`src/rtl/time_setter.sv`:
```
// time_setter: snapshots the live calendar digits, lets the user step through
// year..sec with BCD increment edits, then emits a one-cycle load strobe.
module time_setter (
  input  logic       clk,
  input  logic       rst_n,
  input  logic       set_req,
  input  logic       inc,
  input  logic       next,
  input  logic       cancel,
  input  logic [3:0] cur_q0,
  input  logic [3:0] cur_q1,
  input  logic [3:0] cur_q2,
  input  logic [3:0] cur_q3,
  input  logic [3:0] cur_q4,
  input  logic [3:0] cur_q5,
  input  logic [3:0] cur_q6,
  input  logic [3:0] cur_q7,
  input  logic [3:0] cur_q8,
  input  logic [3:0] cur_q9,
  input  logic [3:0] cur_q10,
  input  logic [3:0] cur_q11,
  output logic [3:0] set_q0,
  output logic [3:0] set_q1,
  output logic [3:0] set_q2,
  output logic [3:0] set_q3,
  output logic [3:0] set_q4,
  output logic [3:0] set_q5,
  output logic [3:0] set_q6,
  output logic [3:0] set_q7,
  output logic [3:0] set_q8,
  output logic [3:0] set_q9,
  output logic [3:0] set_q10,
  output logic [3:0] set_q11,
  output logic       load_value_enable,
  output logic       editing,
  output logic [2:0] field_sel
);

  // Edit-state encodings equal the field_sel code shown to the display.
  typedef enum logic [2:0] {
    S_IDLE   = 3'd0,
    S_YEAR   = 3'd1,
    S_MONTH  = 3'd2,
    S_DAY    = 3'd3,
    S_HOUR   = 3'd4,
    S_MIN    = 3'd5,
    S_SEC    = 3'd6,
    S_COMMIT = 3'd7
  } state_t;

  function automatic logic is_bcd(input logic [7:0] v);
    return (v[7:4] <= 4'd9) && (v[3:0] <= 4'd9);
  endfunction

  function automatic logic [7:0] bcd_wrap_inc(input logic [7:0] v,
                                              input logic [7:0] v_max,
                                              input logic [7:0] v_min);
    logic [7:0] r;
    if (v >= v_max) begin
      r = v_min;
    end else if (v[3:0] >= 4'd9) begin
      r = {v[7:4] + 4'd1, 4'd0};
    end else begin
      r = {v[7:4], v[3:0] + 4'd1};
    end
    return r;
  endfunction

  function automatic logic [7:0] day_max(input logic [7:0] month);
    logic [7:0] r;
    case (month)
      8'h02:                      r = 8'h28;
      8'h04, 8'h06, 8'h09, 8'h11: r = 8'h30;
      default:                    r = 8'h31;
    endcase
    return r;
  endfunction

  function automatic logic [7:0] sanitize(input logic [7:0] v,
                                          input logic [7:0] lo,
                                          input logic [7:0] hi);
    logic [7:0] r;
    if (is_bcd(v) && (v >= lo) && (v <= hi)) begin
      r = v;
    end else begin
      r = lo;
    end
    return r;
  endfunction

  function automatic logic [7:0] clamp_day(input logic [7:0] day,
                                           input logic [7:0] month);
    logic [7:0] r;
    if (day > day_max(month)) begin
      r = day_max(month);
    end else begin
      r = day;
    end
    return r;
  endfunction

  state_t     r_state;
  state_t     w_state_nxt;
  logic [7:0] r_year, r_month, r_day, r_hour, r_min, r_sec;
  logic [7:0] w_year_nxt, w_month_nxt, w_day_nxt, w_hour_nxt, w_min_nxt, w_sec_nxt;
  logic [7:0] w_snap_year, w_snap_month, w_snap_day, w_snap_hour, w_snap_min, w_snap_sec;
  logic [7:0] w_month_inc;
  logic       w_snap;
  logic       w_inc_act;
  logic       w_edit_nxt;
  logic       r_load_en;
  logic       r_editing;
  logic [2:0] r_field_sel;

  assign w_snap_year  = sanitize({cur_q11, cur_q10}, 8'h00, 8'h99);
  assign w_snap_month = sanitize({cur_q9, cur_q8}, 8'h01, 8'h12);
  assign w_snap_day   = clamp_day(sanitize({cur_q7, cur_q6}, 8'h01, 8'h31), w_snap_month);
  assign w_snap_hour  = sanitize({cur_q5, cur_q4}, 8'h00, 8'h23);
  assign w_snap_min   = sanitize({cur_q3, cur_q2}, 8'h00, 8'h59);
  assign w_snap_sec   = sanitize({cur_q1, cur_q0}, 8'h00, 8'h59);

  assign w_snap      = (r_state == S_IDLE) && set_req;
  assign w_inc_act   = inc && !cancel;
  assign w_month_inc = bcd_wrap_inc(r_month, 8'h12, 8'h01);

  // Next-state: cancel beats next; inc never blocks the advance.
  always_comb begin
    w_state_nxt = r_state;
    case (r_state)
      S_IDLE: begin
        if (set_req) w_state_nxt = S_YEAR;
        else         w_state_nxt = S_IDLE;
      end
      S_YEAR: begin
        if (cancel)    w_state_nxt = S_IDLE;
        else if (next) w_state_nxt = S_MONTH;
        else           w_state_nxt = S_YEAR;
      end
      S_MONTH: begin
        if (cancel)    w_state_nxt = S_IDLE;
        else if (next) w_state_nxt = S_DAY;
        else           w_state_nxt = S_MONTH;
      end
      S_DAY: begin
        if (cancel)    w_state_nxt = S_IDLE;
        else if (next) w_state_nxt = S_HOUR;
        else           w_state_nxt = S_DAY;
      end
      S_HOUR: begin
        if (cancel)    w_state_nxt = S_IDLE;
        else if (next) w_state_nxt = S_MIN;
        else           w_state_nxt = S_HOUR;
      end
      S_MIN: begin
        if (cancel)    w_state_nxt = S_IDLE;
        else if (next) w_state_nxt = S_SEC;
        else           w_state_nxt = S_MIN;
      end
      S_SEC: begin
        if (cancel)    w_state_nxt = S_IDLE;
        else if (next) w_state_nxt = S_COMMIT;
        else           w_state_nxt = S_SEC;
      end
      S_COMMIT: w_state_nxt = S_IDLE;
      default:  w_state_nxt = S_IDLE;
    endcase
  end

  // Edit-register next values: snapshot in IDLE, else increment of the selected field.
  always_comb begin
    w_year_nxt  = r_year;
    w_month_nxt = r_month;
    w_day_nxt   = r_day;
    w_hour_nxt  = r_hour;
    w_min_nxt   = r_min;
    w_sec_nxt   = r_sec;

    if (w_snap) w_year_nxt = w_snap_year;
    else if (w_inc_act && (r_state == S_YEAR)) w_year_nxt = bcd_wrap_inc(r_year, 8'h99, 8'h00);
    else w_year_nxt = r_year;

    if (w_snap) w_month_nxt = w_snap_month;
    else if (w_inc_act && (r_state == S_MONTH)) w_month_nxt = w_month_inc;
    else w_month_nxt = r_month;

    // A month change pulls the day down to the new month's maximum in the same cycle.
    if (w_snap) w_day_nxt = w_snap_day;
    else if (w_inc_act && (r_state == S_MONTH)) w_day_nxt = clamp_day(r_day, w_month_inc);
    else if (w_inc_act && (r_state == S_DAY)) w_day_nxt = bcd_wrap_inc(r_day, day_max(r_month), 8'h01);
    else w_day_nxt = r_day;

    if (w_snap) w_hour_nxt = w_snap_hour;
    else if (w_inc_act && (r_state == S_HOUR)) w_hour_nxt = bcd_wrap_inc(r_hour, 8'h23, 8'h00);
    else w_hour_nxt = r_hour;

    if (w_snap) w_min_nxt = w_snap_min;
    else if (w_inc_act && (r_state == S_MIN)) w_min_nxt = bcd_wrap_inc(r_min, 8'h59, 8'h00);
    else w_min_nxt = r_min;

    if (w_snap) w_sec_nxt = w_snap_sec;
    else if (w_inc_act && (r_state == S_SEC)) w_sec_nxt = bcd_wrap_inc(r_sec, 8'h59, 8'h00);
    else w_sec_nxt = r_sec;
  end

  // Status outputs are registered from the next state so they align with it.
  always_comb begin
    w_edit_nxt = 1'b0;
    case (w_state_nxt)
      S_YEAR, S_MONTH, S_DAY, S_HOUR, S_MIN, S_SEC: w_edit_nxt = 1'b1;
      default:                                      w_edit_nxt = 1'b0;
    endcase
  end

  // State register.
  always_ff @(posedge clk or negedge rst_n) begin
    if (!rst_n) begin
      r_state <= S_IDLE;
    end else begin
      r_state <= w_state_nxt;
    end
  end

  // Edit registers; reset value is 00/01/01 00:00:00.
  always_ff @(posedge clk or negedge rst_n) begin
    if (!rst_n) begin
      r_year  <= 8'h00;
      r_month <= 8'h01;
      r_day   <= 8'h01;
      r_hour  <= 8'h00;
      r_min   <= 8'h00;
      r_sec   <= 8'h00;
    end else begin
      r_year  <= w_year_nxt;
      r_month <= w_month_nxt;
      r_day   <= w_day_nxt;
      r_hour  <= w_hour_nxt;
      r_min   <= w_min_nxt;
      r_sec   <= w_sec_nxt;
    end
  end

  // Registered strobe and display status.
  always_ff @(posedge clk or negedge rst_n) begin
    if (!rst_n) begin
      r_load_en   <= 1'b0;
      r_editing   <= 1'b0;
      r_field_sel <= 3'd0;
    end else begin
      r_load_en   <= (w_state_nxt == S_COMMIT);
      r_editing   <= w_edit_nxt;
      r_field_sel <= w_edit_nxt ? w_state_nxt : 3'd0;
    end
  end

  assign set_q0  = r_sec[3:0];
  assign set_q1  = r_sec[7:4];
  assign set_q2  = r_min[3:0];
  assign set_q3  = r_min[7:4];
  assign set_q4  = r_hour[3:0];
  assign set_q5  = r_hour[7:4];
  assign set_q6  = r_day[3:0];
  assign set_q7  = r_day[7:4];
  assign set_q8  = r_month[3:0];
  assign set_q9  = r_month[7:4];
  assign set_q10 = r_year[3:0];
  assign set_q11 = r_year[7:4];

  assign load_value_enable = r_load_en;
  assign editing           = r_editing;
  assign field_sel         = r_field_sel;

endmodule

```
`config.mk`:
```
export PLATFORM = sky130hd
export DESIGN_NAME = time_setter
export DESIGN_NICKNAME = d
export VERILOG_FILES = /design/src/rtl/time_setter.sv
export SDC_FILE = /design/constraint.sdc
export NUM_CORES = 1
export LEC_CHECK = 0
export CORE_MARGIN = 3
export CORE_UTILIZATION = 55
export CTS_CLUSTER_SIZE = 30
export DETAILED_ROUTE_END_ITERATION = 10
export GPL_TIMING_DRIVEN = 0
export PLACE_DENSITY = 0.85
export SLEW_MARGIN = 20
export SYNTH_ARGS = -nofsm -noshare
export SYNTH_HDL_FRONTEND = slang
export SYNTH_SLANG_ARGS = --single-unit
```
`constraint.sdc`:
```
create_clock -name clk -period 6.6 [get_ports clk]
set_input_delay 1.32 -clock clk [delete_from_list [all_inputs] [get_ports clk]]
set_output_delay 1.32 -clock clk [all_outputs]
set_load 0.05 [all_outputs]
```
==> results of run 1 <==
## worst min-delay path by stage
stage | to | slack (ns) | depth (start not counted)
CTS | r_hour[7] | 0.54 | 1
global placement | r_month[7] | 0.50 | 1
global route | r_sec[7] | 0.58 | 1
detailed placement | r_hour[7] | 0.52 | 1
finish | r_hour[7] | 0.54 | 1
floorplan | r_day[0] | 0.70 | 2
## per-stage QoR
step / total power [mW] / cells / utilization [%]
floorplan: 1.55 / 515 / -
global placement: 1.94 / 717 / 74.1
detailed placement: 2.00 / 717 / 74.0
CTS: 2.24 / 725 / 75.5
global route: 2.40 / 725 / 75.5
finish: 2.24 / 725 / 75.5
## power breakdown
group / internal (mW) / switching [mW] / total (mW)
logic: 0.505 / 0.898 / 1.40
clock network: 0.115 / 0.118 / 0.233
registers: 0.457 / 0.151 / 0.608
## cell usage in the layout, fill, tap and decap left out, types with 11 or more instances in the layout
cell             instances
a21oi_1                 37
a22oi_1                 11
clkbuf_1                13
clkdlybuf4s50_1        102
dfrtp_1                 54
ha_1                    41
inv_1                   41
nand2_1                 40
nand3_1                 18
nor2_1                  45
nor2b_1                 12
o21ai_0                 42
## cell type report
type                       instances  share of cell area (%)
inverter                          41                    2.72
tap                               99                    2.19
buffer                            23                    1.75
clock buffer                       6                    1.28
multi-input combinational        395                    48.3
timing repair buffer             103                    18.2
sequential                        56                    24.8
clock inverter                     2                   0.686
## sequential cells by signal (all words and copies together), names as in the netlist, 3 cells and up
register / cells
r_month: 8
r_day: 8
r_state: 3
field_sel: 3
r_sec: 8
r_hour: 8
r_year: 8
r_min: 8
## cell families (layout without fill, tap and decap cells)
family          Yosys count  after routing  share of synthesized area [%]
flops                    56             56                           32.0
compound gates          161            161                           25.1
simple gates            183            183                           22.9
mux                       7              7                           1.88
xor+xnor                  2              2                          0.399
buf+inv                  64            175                           5.76
fa+ha+maj                42             42                           11.9
## layer usage
| metal | GRT usage, % | up-vias | share of wire [%] |
|---|---|---|---|
| li1 | - | 2100 | - |
| met1 | 33.6 | 2083 | 43 |
| met2 | 45.0 | 157 | 49 |
| met3 | 5.21 | 17 | 6.8 |
| met4 | 5.41 | 0 | 1.2 |
| met5 | 0 | - | 0 |
## worst register-to-register path: stages, from the launching register on
cell and delay [ns]:
dfstp_2 0.59, clkbuf_1 0.30, inv_1 0.17, ha_1 0.27
o41ai_2 0.26, nand3_2 0.19, nor4_4 0.44, inv_1 0.09
ha_1 0.30, o21ai_0 0.08, a31oi_1 0.16, o211ai_1 0.10
a311o_1 0.36, nor2_2 0.19, mux2_2 0.35
==> run summary, run 1 <==
run status: finished clean
CTS Buf Count: 5
CP startpoint kind: input port
Overflow after GRT: 0
CP max FO: 5
Min Clock Period, post-route: 4.33 ns
Starting DRT DRC Count: 208
share of cells above drive strength 1: 7.67%
Critical Path Slowest Stage Cell: clkdlybuf4s50_1
CP cell instances: clkdlybuf4s50_1, nor2_1, or4_1, a21o_1, ha_1, nor4bb_1, a32oi_1, o211ai_4, mux2_4, a211o_1, mux2_4
via count: 4357
final setup TNS: 0 ns
Yosys top cell area share: 30.8%
Port Buf Inserts: 103
count leader, synth: dfrtp_1
worst relative slew slack: 47.0%
total global-route track usage: 26.0%
area of the multi-input gates: 2730 um^2
fin nets: 720
setup slack after layout: 2.27 ns
initial core utilization: 58.6%
Root Driver: clkbuf_8
RSZ-0062 raised after global routing: no
cell family with the largest share of critical-path delay: compound AO/OA/AOI/OAI gates
RR Endpoint: r_day[5]
Place WS: 1.98 ns
R2R setup slack: 2.65 ns
Post-route DRC: 0
routed vias/inst: 6.01
startpoint of the worst hold path: r_hour[7]
number of max-cap violations: 0
Site Rows: 31
area of placed instances: 5540 um^2
EDFF count, synth: 0
unique cell type count in the Yosys netlist: 79
predominant post-synthesis flop cell: dfrtp_1
n_diodes: 0
fin area: 5650 um^2
initial antenna violation count: 0
Area Growth Syn to Fin: 28.8%
Avg Cell Area, Syn: 8.52 um^2
Post-Route WL: 11.7 mm
Setup Buffers After CTS: 0
Hold-fix buffers, CTS: 0
Crit Path Class: input port to flip-flop
Final HPWL DP: 8.98 mm
Ys Warns: 0
Post-synth ARST share: 100%
Worst VDD drop: 0.336 mV
post-route clock period utilization: 65.7%
Slew Viols, Final: 0
syn_nets: 610
post_cts resized: 0
Crit path largest cell delay: 0.58 ns
Clk pin slew, worst setup/hold paths: 0.10 ns
CORE AREA: 7490 um^2
Setup violations, final: 0
Fin Hold WS: 0.542 ns
Worst path depth: 11
Worst Tran Pin Value: 0.789 ns
cell repeated most along the worst path: mux2_4
CP startpoint: cur_q8[2]
Max Clk Rate: 231 MHz
Die W: 95.3 um
top-level I/O count: 107
post-synthesis register bit count: 56
Clock Tree Buf Depth: 2
Detail Route Antenna Nets: 0
Die Y: 95.3 um
Synth area leader: dfrtp_1
CTS H-tree lvls: 2
Clock Sinks: 56
largest net degree at the start of global routing: 57
CTS tree: done
global-route wire length before repair: 19.1 mm
Synth Cell Area: 4390 um^2
DRT Pass-1 Iters: 6
worst setup path endpoint: r_day[4]
CP required: 6.80 ns
Pleak: 2.39 nW
Post-Syn Instances: 515
Post-synth top cells: dfrtp_1, nor2_1, o21ai_0, ha_1, inv_1
CP Capture Type: flip-flop
worst skew pair latency: 0.31 ns
vias in the first global route: 4150
CP arrival: 4.54 ns
clk_skew: 0.00872 ns
Final Hold Vio Count: 0
register area share after synthesis: 32.0%
Critical R2R Launch: r_month[0]
synth top area cells: dfrtp_1, ha_1, o21ai_0, a21oi_1, nor2_1
Hold Path Class: flip-flop to flip-flop
DIE AREA: 9090 um^2
fillcell total: 585
DR WL/cell: 16.1 um
R2R depth: 14
PD cells: 397 nW/um^2
gpl congestion: 0.890
WP buf/inv: 1
register area: 1400 um^2
No activity file was read; power rests on OpenSTA's default activity.
==> run 2, diff against run 1 <==
--- a/config.mk
+++ b/config.mk
@@ -6,11 +6,11 @@
 export NUM_CORES = 1
 export LEC_CHECK = 0
 export CORE_MARGIN = 3
-export CORE_UTILIZATION = 55
+export CORE_UTILIZATION = 46
 export CTS_CLUSTER_SIZE = 30
 export DETAILED_ROUTE_END_ITERATION = 10
 export GPL_TIMING_DRIVEN = 0
-export PLACE_DENSITY = 0.85
+export PLACE_DENSITY = 0.75
 export SLEW_MARGIN = 20
 export SYNTH_ARGS = -nofsm -noshare
 export SYNTH_HDL_FRONTEND = slang
==> constraint.sdc (replaced) <==
create_clock -name clk -period 3.5 [get_ports clk]
set_input_delay 0.7 -clock clk [delete_from_list [all_inputs] [get_ports clk]]
set_output_delay 0.7 -clock clk [all_outputs]
set_load 0.05 [all_outputs]
==> run 2 against run 1 <==
  * Via count fell by 1.0%
  * Sequential share of layout area fell by 0.47 points
  * Core utilization fell by 13 points
  * Non-clock buffer count rose by 6
  * Clock skew rose by 0.00094 ns
  * Highest routed layer unchanged
  * Power rose by 88%
  * Global-route usage fell by 4.5 points
  * Cell count rose by 5.0%
==> run summary, run 2 (synthesis gave the netlist of run 1 again) <==
Crit Path Class: input port to flip-flop
final core area utilization: 62.4% (-13 points)
PD cells: 732 nW/um^2 (+85%)
Max Clk Rate: 288 MHz
Worst VDD drop: 0.489 mV (+46%)
Power, Total: 4.22 mW (+88%)
n_diodes: 0 (unchanged)
Worst Tran Pin Value: 0.711 ns (-0.0777 ns)
fillcell total: 812 (+39%)
RR Endpoint: r_day[5]
number of max-cap violations: 0 (unchanged)
Die Y: 104 um (+8.8%)
Clk pin slew, worst setup/hold paths: 0.11 ns (about the same)
CP max FO: 5 (unchanged)
Fin Hold WS: 0.420 ns (-0.121 ns)
run status: finished clean
Pleak: 2.45 nW (+2.4%)
largest net degree at the start of global routing: 57 (unchanged)
via count: 4313 (-1.0%)
Clock Tree Buf Depth: 2 (unchanged)
gpl congestion: 0.886 (-0.46%)
Post-Route WL: 11.7 mm (+0.18%)
post-route clock period utilization: 99.3%
most used cells in the layout excluding fill and tap cells: clkdlybuf4s50_1, dfrtp_1, nor2_1
fin nets: 726 (+0.83%)
RSZ-0062 raised after global routing: yes
Final HPWL DP: 8.94 mm (-0.45%)
Die W: 104 um (+8.8%)
CTS H-tree lvls: 2 (unchanged)
worst skew pair latency: 0.32 ns (about the same)
DRT Pass-1 Iters: 5 (-1)
share of cells above drive strength 1: 10.6% (+2.9 points)
Area Growth Syn to Fin: 31.4%
DR WL/cell: 15.3 um (-4.6%)
Port Buf Inserts: 103 (unchanged)
total global-route track usage: 21.5% (-4.5 points)
CTS tree: done
Final Hold Vio Count: 0 (unchanged)
clk_skew: 0.00966 ns (+0.000937 ns)
Critical R2R Launch: r_month[0]
Detail Route Antenna Nets: 0 (unchanged)
Overflow after GRT: 0 (unchanged)
vias in the first global route: 4104 (-1.1%)
Starting DRT DRC Count: 193 (-7.2%)
DIE AREA: 10700 um^2 (+18%)
top-level I/O count: 107 (unchanged)
worst relative slew slack: 52.2% (+5.3 points)
Min Clock Period, post-route: 3.48 ns
CP Capture Type: flip-flop
CP arrival: 3.68 ns (-0.86 ns)
global-route wire length before repair: 19.7 mm (+3.2%)
worst setup path endpoint: r_day[4]
Site Rows: 35 (+13%)
Root Driver: clkbuf_8
Slew Viols, Final: 0 (unchanged)
R2R depth: 13 (-1)
CORE AREA: 9240 um^2 (+23%)
Setup violations, final: 0 (unchanged)
routed vias/inst: 5.67 (-5.7%)
CP startpoint: cur_q7[3]
Hold Path Class: input port to asynchronous set/reset pin
CP startpoint kind: input port
CTS Buf Count: 5 (unchanged)
CP required: 3.71 ns (-3.09 ns)
Post-route DRC: 0 (unchanged)
R2R setup slack: 0.15 ns (-2.50 ns)
initial core utilization: 47.5% (-11 points)
Clock Sinks: 56 (unchanged)
commonest non-fill, non-tap cell in the layout: clkdlybuf4s50_1
initial antenna violation count: 0 (unchanged)
[run 2: metal layers]
metal  part of all wire (%)  vias up  global-route usage, %
met3                    4.9        9                   3.05
met5                      0        -                      0
li1                       -     2105                      -
met2                     49      130                   36.7
met1                     45     2069                   29.4
met4                   0.85        0                   3.89
[run 2: cell type report]
type / count / area [um^2] / share of cell area [%]
Buffer: 21 / 101 / 1.76
Clock inverter: 2 / 16.3 / 0.282
Sequential cell: 56 / 1410 / 24.4
Multi-Input combinational cell: 395 / 2770 / 47.9
Inverter: 41 / 154 / 2.67
Tap cell: 129 / 161 / 2.80
Clock buffer: 6 / 72.6 / 1.26
Timing Repair Buffer: 111 / 1090 / 18.9
[run 2: critical path: stages]
cell and delay, ns:
clkdlybuf4s50_1 0.47, or2_4 0.32, or3_1 0.33, a211oi_2 0.20, ha_1 0.15, nor4bb_2 0.32
a32oi_2 0.12, o211ai_4 0.21, mux2_4 0.32, a211o_1 0.30, mux2_4 0.25
[run 2: worst min-delay path by stage]
stage,start,end,slack [ns],depth (start not counted)
after floorplan,rst_n,editing,0.40,0
after global placement,r_month[7],r_month[7],0.50,1
after detailed placement,r_hour[7],r_hour[7],0.51,1
after CTS,rst_n,r_hour[2],0.46,1
after global routing,rst_n,r_hour[2],0.47,1
final,rst_n,r_hour[2],0.42,1
[run 2: where the power goes]
part	switching [mW]	internal, mW
registers	0.283	0.862
logic	1.69	1.01
clock network	0.229	0.143
total	2.21	2.02
[run 2: metrics by stage]
stage                     setup WS, ns  TNS, ns  cells  instance area, um^2
after global placement          -0.411    -3.76    747                 5590
after floorplan                 0.0505        0    515                 4400
after global routing           -0.0744  -0.0848    761                 5770
after detailed placement        -0.469   -0.788    747                 5590
final                           0.0247        0    761                 5770
after CTS                      0.00382        0    762                 5730
[run 2: what timing repair did]
action	in CTS	in global routing
hold buffers	0	0
pin swaps	6	5
resized for setup	6	11
endpoints found under the hold margin	0	0
buffers inserted	7	1
endpoints found under the setup margin	2	8
